`src/rtl/seven_seg_scan_ctrl.sv`:
```
// Time-multiplexed scan controller for a common-anode seven-segment display.
// A double-buffered display word is lit one digit at a time; new data taken
// through a valid/ready handshake is committed only on a frame boundary
// (or straight away while idle) so a frame is never torn.
module seven_seg_scan_ctrl #(
    parameter int NUM_DIGITS   = 4,
    parameter int DATA_WIDTH   = 4,
    parameter int REFRESH_DIV  = 50000,
    parameter int GUARD_CYCLES = 500,
    localparam int IDX_W       = (NUM_DIGITS > 1) ? $clog2(NUM_DIGITS) : 1
) (
    input  logic                             clk,
    input  logic                             rst_n,
    input  logic                             enable,
    input  logic                             load_valid,
    output logic                             load_ready,
    input  logic [NUM_DIGITS*DATA_WIDTH-1:0] data_in,
    input  logic [NUM_DIGITS-1:0]            blank_mask,
    input  logic                             lz_en,
    output logic [DATA_WIDTH:0]              digit_value,
    output logic [NUM_DIGITS-1:0]            anode_n,
    output logic [IDX_W-1:0]                 digit_idx,
    output logic                             frame_done
);

    localparam int WORD_W  = NUM_DIGITS * DATA_WIDTH;
    localparam int CNT_MAX = (REFRESH_DIV > GUARD_CYCLES) ? REFRESH_DIV : GUARD_CYCLES;
    localparam int CNT_W   = (CNT_MAX > 1) ? $clog2(CNT_MAX) : 1;
    localparam logic [DATA_WIDTH:0] BLANK = {1'b1, {DATA_WIDTH{1'b0}}};

    typedef enum logic [1:0] {
        IDLE,
        GUARD,
        SHOW
    } state_t;

    state_t                  state, state_nx;
    logic [CNT_W-1:0]        cnt, cnt_nx;
    logic [IDX_W-1:0]        idx_nx;
    logic                    frame_end;

    logic [WORD_W-1:0]       act_data, act_data_nx, pend_data;
    logic [NUM_DIGITS-1:0]   act_mask, act_mask_nx, pend_mask;
    logic                    act_lz, act_lz_nx, pend_lz;
    logic                    pending, pending_nx;
    logic                    xfer, commit;

    logic [NUM_DIGITS-1:0]   anode_nx;
    logic [DATA_WIDTH:0]     value_nx;

    // Decoder code for digit i: forced blank by the mask, or blanked as a
    // leading zero when every nibble from the top down to i is zero (never
    // for digit 0), otherwise the plain nibble.
    function automatic logic [DATA_WIDTH:0] code_of(
        input logic [WORD_W-1:0]     d,
        input logic [NUM_DIGITS-1:0] m,
        input logic                  lz,
        input logic [IDX_W-1:0]      i
    );
        logic                  lead_zero;
        logic                  mbit;
        logic [DATA_WIDTH-1:0] nib;
        lead_zero = 1'b1;
        mbit      = 1'b0;
        nib       = '0;
        for (int unsigned k = 0; k < NUM_DIGITS; k++) begin
            if (IDX_W'(k) == i) begin
                nib  = d[k*DATA_WIDTH +: DATA_WIDTH];
                mbit = m[k];
            end
            if (IDX_W'(k) >= i && d[k*DATA_WIDTH +: DATA_WIDTH] != '0)
                lead_zero = 1'b0;
        end
        if (mbit || (lz && i != '0 && lead_zero))
            return BLANK;
        return {1'b0, nib};
    endfunction

    // Scan sequencing: next state, slot counter and digit index.
    always_comb begin
        state_nx  = state;
        cnt_nx    = cnt + CNT_W'(1);
        idx_nx    = digit_idx;
        frame_end = 1'b0;
        if (!enable) begin
            state_nx = IDLE;
            cnt_nx   = '0;
            idx_nx   = '0;
        end else begin
            case (state)
                IDLE: begin
                    state_nx = (GUARD_CYCLES == 0) ? SHOW : GUARD;
                    cnt_nx   = '0;
                    idx_nx   = '0;
                end
                GUARD: begin
                    if (cnt == CNT_W'(GUARD_CYCLES - 1)) begin
                        state_nx = SHOW;
                        cnt_nx   = '0;
                    end
                end
                SHOW: begin
                    if (cnt == CNT_W'(REFRESH_DIV - 1)) begin
                        // With no guard time SHOW follows SHOW, so the counter
                        // reload is tied to slot end rather than state change.
                        state_nx = (GUARD_CYCLES == 0) ? SHOW : GUARD;
                        cnt_nx   = '0;
                        if (digit_idx == IDX_W'(NUM_DIGITS - 1)) begin
                            idx_nx    = '0;
                            frame_end = 1'b1;
                        end else begin
                            idx_nx = digit_idx + IDX_W'(1);
                        end
                    end
                end
                default: begin
                    state_nx = IDLE;
                    cnt_nx   = '0;
                    idx_nx   = '0;
                end
            endcase
        end
    end

    // Handshake and commit of the pending set into the active set.
    always_comb begin
        xfer        = load_valid && !pending;
        commit      = pending && ((state == IDLE) || frame_end);
        pending_nx  = pending;
        act_data_nx = act_data;
        act_mask_nx = act_mask;
        act_lz_nx   = act_lz;
        if (xfer)
            pending_nx = 1'b1;
        else if (commit)
            pending_nx = 1'b0;
        if (commit) begin
            act_data_nx = pend_data;
            act_mask_nx = pend_mask;
            act_lz_nx   = pend_lz;
        end
    end

    // Next display outputs, computed from next state so the pins are registered.
    always_comb begin
        anode_nx = '1;
        for (int unsigned i = 0; i < NUM_DIGITS; i++)
            anode_nx[i] = !((state_nx == SHOW) && (idx_nx == IDX_W'(i)));
        value_nx = (state_nx == IDLE) ? BLANK
                                      : code_of(act_data_nx, act_mask_nx, act_lz_nx, idx_nx);
    end

    // Scan state register.
    always_ff @(posedge clk or negedge rst_n) begin
        if (!rst_n) begin
            state     <= IDLE;
            cnt       <= '0;
            digit_idx <= '0;
        end else begin
            state     <= state_nx;
            cnt       <= cnt_nx;
            digit_idx <= idx_nx;
        end
    end

    // Active and pending display word registers.
    always_ff @(posedge clk or negedge rst_n) begin
        if (!rst_n) begin
            pending   <= 1'b0;
            pend_data <= '0;
            pend_mask <= '0;
            pend_lz   <= 1'b0;
            act_data  <= '0;
            act_mask  <= '0;
            act_lz    <= 1'b0;
        end else begin
            pending  <= pending_nx;
            act_data <= act_data_nx;
            act_mask <= act_mask_nx;
            act_lz   <= act_lz_nx;
            if (xfer) begin
                pend_data <= data_in;
                pend_mask <= blank_mask;
                pend_lz   <= lz_en;
            end
        end
    end

    // Registered output pins.
    always_ff @(posedge clk or negedge rst_n) begin
        if (!rst_n) begin
            anode_n     <= '1;
            digit_value <= BLANK;
            frame_done  <= 1'b0;
            load_ready  <= 1'b1;
        end else begin
            anode_n     <= anode_nx;
            digit_value <= value_nx;
            frame_done  <= frame_end;
            load_ready  <= !pending_nx;
        end
    end

endmodule

```
`config.mk`:
```
export PLATFORM = sky130hd
export DESIGN_NAME = seven_seg_scan_ctrl
export DESIGN_NICKNAME = d
export VERILOG_FILES = /design/src/rtl/seven_seg_scan_ctrl.sv
export SDC_FILE = /design/constraint.sdc
export NUM_CORES = 1
export LEC_CHECK = 0
export ABC_AREA = 1
export BUFFER_PORTS_ARGS = -buffer_cell sky130_fd_sc_hd__buf_2
export CAP_MARGIN = 20
export CORE_ASPECT_RATIO = 2
export CORE_MARGIN = 5
export CORE_UTILIZATION = 30
export CTS_BUF_LIST = sky130_fd_sc_hd__clkbuf_2
export CTS_CLUSTER_SIZE = 12
export DETAILED_ROUTE_END_ITERATION = 7
export MAX_ROUTING_LAYER = met4
export PLACE_DENSITY = 0.46
export SETUP_SLACK_MARGIN = 0.15
export SLEW_MARGIN = 20
export SYNTH_ARGS = -nofsm -noshare
export SYNTH_HDL_FRONTEND = slang
export SYNTH_SLANG_ARGS = --single-unit
```
`constraint.sdc`:
```
create_clock -name clk -period 2.4 [get_ports clk]
set_input_delay 0.48 -clock clk [delete_from_list [all_inputs] [get_ports clk]]
set_output_delay 0.48 -clock clk [all_outputs]
set_load 0.02 [all_outputs]
```
## Yosys cells after proc, flatten, opt, wreduce, memory -nomap -nowiden

Cells that the tools add are included.

- Input port bits: 25
- Register bits after elaboration: 74
- Logic and storage cells: 97
- Output and inout port bits: 13

- Equality and inequality tests: 12
- Multiplexer cells: 37
- $lt $le $gt $ge: 4
- Add/sub/neg operators: 2
- Reductions and logical operators: 28

Operators with widths:

| cell | number |
|---|---|
| 2-to-1 mux 16 bit | 4 |
| case mux 16 bit (2 select lines) | 1 |
| 2-to-1 mux 4 bit | 5 |
| adder 16 x 1 -> 16 bit, second input constant | 1 |
| equality test 16 bit, second input constant | 1 |
| equality test 16 x 9 -> 1 bit, second input constant | 1 |
| 2-to-1 mux 1 bit | 16 |
| nonzero test 4 bit | 4 |
| 2-to-1 mux 5 bit | 3 |
| logical AND 1 bit | 12 |
| 2-to-1 mux 2 bit | 6 |
| equality test 2 bit, second input constant | 5 |
| zero test 1 bit | 6 |
| zero test 2 bit | 3 |
| case mux 2 bit (3 select lines) | 1 |
| equality test 2 x 1 -> 1 bit, second input constant | 2 |
| equality test 2 bit, first input constant | 2 |
| greater-or-equal comparator 1 x 2 -> 1 bit, first input constant | 2 |
| greater-or-equal comparator 2 bit, first input constant | 2 |
| case mux 2 bit (2 select lines) | 1 |
| adder 2 x 1 -> 2 bit, second input constant | 1 |
| equality test 1 x 2 -> 1 bit, first input constant | 1 |
| logical OR 1 bit | 2 |
| nonzero test 2 bit | 1 |

## Logic depth before layout (Yosys ltp)

- Depth in word-level cells: 19
- Mapped depth: 16
- Mapped depth without buffers: 16

## Worst setup path before layout

No wires, ideal clock.

- Kind: reg2reg
- Start: register state[0]
- End: register digit_value[3]
- Stages on the path, launching flop included: 15
- Data required time: 2.278 ns
- Period minus slack after synthesis: 1.970 ns
- Path slack: 0.430 ns
- Arrival: 1.848 ns
- Path buffers: 1
- Path through: dfrtp_1 > inv_1 > ha_1 > inv_1 > nor2_1 > nand3_2 > nand2_4 > nand2_4 > buf_6 > o21ai_1 > nand3_1 > nor2_1 > nand3_2 > nand2_4 > nor2_2

- Longest elaborated chain between the ends: 17

Ends and longest elaborated chain:

| item | line | RTL |
|---|---|---|
| start: declaration | 37 | `state_t state, state_nx;` |
| start signal: assignment | 160 | `state <= state_nx;` |
| equality test 2 bit | 90 | `case (state)` |
| 2-to-1 mux 1 bit | 90 |  |
| 2-to-1 mux 1 bit | 85 | `if (!enable) begin` |
| logical OR 1 bit | 128 | `commit = pending && ((state == IDLE) \|\| frame_end);` |
| logical AND 1 bit | 128 |  |
| 2-to-1 mux 16 bit | 137 | `if (commit) begin` |
| nonzero test 4 bit | 71 | `if (IDX_W'(k) >= i && d[k*DATA_WIDTH +: DATA_WIDTH] != '0)` |
| logical AND 1 bit | 71 |  |
| 2-to-1 mux 1 bit (4 in series) | 71 |  |
| logical AND 1 bit | 74 | `if (mbit \|\| (lz && i != '0 && lead_zero))` |
| logical OR 1 bit | 74 |  |
| 2-to-1 mux 1 bit | 74 |  |
| 2-to-1 mux 5 bit | 76 | `return {1'b0, nib};` |
| 2-to-1 mux 5 bit (*) | 149 | `value_nx = (state_nx == IDLE) ? BLANK` |
| net value_nx[3] | 49 | `logic [DATA_WIDTH:0] value_nx;` |
| end signal: assignment | 198 | `digit_value <= value_nx;` |
| end: declaration | 20 | `output logic [DATA_WIDTH:0] digit_value,` |

The timed path passes the listed nets; every way through them passes the cells marked *.
A chain may end at the register's enable or synchronous reset.

## Worst setup path in the final report

Ends and elaborated chain as after synthesis.

==> impl_results.rst <==
.. list-table::
   :header-rows: 1

   * - Metric
     - Value
   * - DP Cell Count
     - 564
   * - Count of flip-flops with a built-in enable after synthesis
     - 0
   * - Average cell area after synthesis
     - 9.11 um^2
   * - Clock tree sinks
     - 74
   * - Average vias per placed instance
     - 4.55
   * - Critical path launch point type
     - flop
   * - Worst slack, placed
     - 0.0822 ns
   * - Die Ht
     - 163 um
   * - Simple-gate share of the synthesized area
     - 27.5%
   * - Ratio of cells with drive above 1 in the final layout
     - 32.6%
   * - Pin count of the biggest net entering global routing
     - 36
   * - Main combinational cell family by area after synthesis
     - simple AND/OR/NAND/NOR gates
   * - Critical Path, Cell by Cell
     - inv_2, ha_4, inv_1, nor2_2, nand3_2, nand2_4, buf_12, nand2_4, o21ai_2, nand2_1, nor2_1, nand3_2, nand2_4, nor2_2
   * - Minimum period implied by the final worst setup slack
     - 2.10 ns
   * - Number of remaining DRC errors
     - 0
   * - Warnings, synthesis
     - 0
   * - Count of nets left with antenna violations after detail routing
     - 0
   * - Rel. slew slack
     - 66.5%
   * - Final standard cell area without fillers
     - 0.00421 mm^2
   * - Clk_lat worst skew
     - 0.52 ns
   * - Adder-cell share of the synthesized area
     - 2.15%
   * - Result of the run
     - complete, no violations
   * - Nature of the critical path endpoint
     - flop
   * - Final routed wire length divided by cell count
     - 14.3 um
   * - Via count of the first global-routing pass
     - 2896
   * - Synth Area in Compound Gates
     - 3.51%
   * - Critical path class
     - flop to flop
   * - Area growth from synthesis to layout
     - 20.6%
   * - Final core utilization
     - 37.1%
   * - Hold Vio Cnt, Final
     - 0
   * - Synthesis-stage register bit count
     - 74
   * - Count of different cell masters after synthesis
     - 34
   * - Top flip-flop cell by instance count after synthesis
     - dfrtp_1
   * - Post-route fraction of the period consumed by the critical path
     - 87.6%
   * - Portion of netlist area occupied by mux cells
     - 6.45%
   * - DR pass1 iterations
     - 4
   * - Area of placed instances
     - 0.00389 mm^2
   * - Cell class contributing the biggest share of worst-path delay
     - simple AND/OR/NAND/NOR gates
   * - Power, Total
     - 2.72 mW
   * - Number of levels the H-tree was split into
     - 3
   * - GR Overflow Total
     - 0
   * - Portion of the post-synthesis area used by sequential elements
     - 53.3%
   * - Clock edge transition at the registers on the reported setup and hold paths
     - 0.22 ns
   * - Die boundary width
     - 86.3 um
   * - Starting DRT DRC Count
     - 63
   * - Final Setup Violations
     - 0
   * - Xor/xnor cell area share of the yosys netlist
     - 1.25%
   * - Worst setup margin
     - 0.298 ns
   * - Detailed placement HPWL
     - 6550 um
   * - Buffers plus inverters on the worst setup path
     - 3
   * - Count of mapped cells out of synthesis
     - 383
   * - Total number of vias
     - 2717
   * - Total Negative Setup Slacks
     - 0 ns
   * - Initial antenna violation count
     - 1
   * - Final count of pins violating max slew
     - 0
   * - Critical path's most frequent cell
     - nand2_4
   * - Slew at the pin closest to its max-slew limit
     - 0.503 ns
   * - Worst Skew
     - 0.0424 ns
   * - Cts bufs inserted
     - 9
   * - IO buf count
     - 37
   * - Async set-or-reset flop fraction in the synthesized netlist
     - 100%
   * - Cell at the slowest stage of the critical path
     - dfrtp_1
   * - Wire length of the first global-routing pass
     - 13800 um
   * - Total wire length
     - 8560 um
   * - Fin nets
     - 480
   * - Number of max-cap violations
     - 0
   * - Total global-route track usage
     - 13.2%
   * - Data required time of the critical path
     - 2.80 ns
   * - Areal power density over the cells
     - 647 mW/mm^2
   * - Die Area
     - 0.0140 mm^2
   * - Count of non-filler cells in the finished layout
     - 597
   * - Cell area after synthesis
     - 0.00349 mm^2
   * - Class of the tightest hold or removal check
     - input pin to flop
   * - Min Hold Slack
     - 0.192 ns
   * - Worst-case clock buffer depth
     - 2
   * - Unrepaired setup endpoints after global routing
     - false
   * - Data arrival time of the critical path
     - 2.50 ns
   * - Post-synth net total
     - 414
   * - Worst path max stage delay
     - 0.44 ns
   * - Maximum vdd drop
     - 257 uV
   * - Root buffer cell
     - clkbuf_2
   * - TritonCTS clock tree
     - done
   * - Area of the core
     - 0.0114 mm^2
   * - GPL Wtd Cong
     - 0.783
   * - Effective utilization at floorplan
     - 30.7%
   * - Largest fanout on the critical path
     - 10
   * - Top achievable clock speed
     - 476 MHz
   * - Static power due to leakage
     - 2.08 nW
   * - Ports placed on the boundary
     - 38
   * - Rows
     - 55
area by class of cell:
| cell class | count | area [um^2] |
|---|---|---|
| fill | 1204 | 7150 |
| sequential | 74 | 1860 |
| multi-input combinational | 260 | 1530 |
| timing repair buffer | 60 | 392 |
| tap | 142 | 178 |
| inverter | 44 | 168 |
| clock buffer | 12 | 60.1 |
| clock inverter | 4 | 18.8 |
| antenna | 1 | 2.50 |
cells by family (layout without fill, tap and decap cells):
group	after synthesis	in the layout
simple gates	207	208
flops	74	74
buf+inv	50	120
compound gates	21	21
mux	20	20
fa+ha+maj	6	6
xor+xnor	5	5
other cells	0	1
synth_stat cells (2+ instances only):
cell	count	area share, %
o21ai_0	6	0.86
nor4_1	2	0.36
buf_1	2	0.22
o21ai_1	4	0.57
nand2_1	106	11
inv_1	38	4.1
dfstp_2	6	4.5
nor3b_1	3	0.65
o21ai_2	3	0.75
xor2_1	3	0.75
nand3_2	2	0.57
nor2_4	3	0.97
nor3_1	8	1.1
mux2_2	20	6.5
a21oi_1	6	0.86
nand3_1	28	4.0
nand2_4	4	1.3
buf_6	2	0.65
xnor2_1	2	0.50
dfrtp_1	68	49
nand2_2	3	0.54
nor2_1	34	3.7
nor2_2	9	1.6
inv_2	5	0.54
buf_2	2	0.29
ha_1	6	2.2
path summary, 6_finish.rpt:
path                                  start        endpoint  slack (ns)  cells past startpoint
worst max-delay path               state[0]  digit_value[3]        0.30                     14
worst min-delay path            data_in[10]   pend_data[10]        0.19                      2
worst max register to register     state[0]  digit_value[3]        0.30                     14
worst min register to register  act_data[6]     act_data[6]        0.50                      2
max in group asynchronous             rst_n  digit_value[4]        1.22                      3
min in group asynchronous             rst_n      frame_done        0.43                      2
cells in the final DEF, fill, tap and decap left out, types with 3 or more instances in the layout:
| cell | count |
|---|---|
| a21oi_1 | 6 |
| mux2_2 | 20 |
| inv_2 | 5 |
| clkinv_2 | 3 |
| nor3_1 | 7 |
| o21ai_0 | 6 |
| nand2_2 | 5 |
| o21ai_1 | 3 |
| nand2_1 | 103 |
| dfstp_2 | 6 |
| clkbuf_2 | 12 |
| nor2_2 | 10 |
| buf_2 | 36 |
| nand3_2 | 3 |
| ha_1 | 4 |
| nand2_4 | 5 |
| inv_1 | 37 |
| buf_4 | 20 |
| nor3b_1 | 3 |
| nor2_4 | 7 |
| nand3_1 | 27 |
| o21ai_2 | 4 |
| xor2_1 | 3 |
| dfrtp_1 | 67 |
| nor2_1 | 29 |
sequential cells by signal, indices dropped and copies added (netlist names), 4 cells and up:
name	flops
pend_data	16
anode_n	4
act_data	16
cnt	16
act_mask	4
digit_value	5
pend_mask	4
repair_timing:
action,4_1_cts,5_1_grt
hold endpoints to repair,32,0
setup buffers,2,12
pin swaps,1,8
cloned,0,1
hold buffers,1,0
endpoints found under the setup margin,5,6
gates resized for setup,4,21
worst register-to-register path, cell delays in order (launching register included):
cell     delay (ns)
dfrtp_1        0.44
inv_2          0.09
ha_4           0.16
inv_1          0.07
nor2_2         0.11
nand3_2        0.10
nand2_4        0.13
buf_12         0.12
nand2_4        0.09
o21ai_2        0.20
nand2_1        0.08
nor2_1         0.14
nand3_2        0.10
nand2_4        0.10
nor2_2         0.04
routing by layer:
| layer | vias to the layer above | GRT usage [%] | wire, um |
|---|---|---|---|
| li1 | 1351 | - | - |
| met1 | 1302 | 12.7 | 3080 |
| met3 | 15 | 3.29 | 248 |
| met5 | - | - | 0 |
| met4 | 0 | 5.67 | 220 |
| met2 | 49 | 24.2 | 5010 |
report_power, final:
group          total (mW)  internal, mW  leakage (nW)  switching (mW)
Clock               0.555         0.142        0.0631           0.413
Sequential           1.56          1.46         0.918           0.101
Combinational       0.605         0.241          1.10           0.364
No activity file was read; power rests on OpenSTA's default activity.
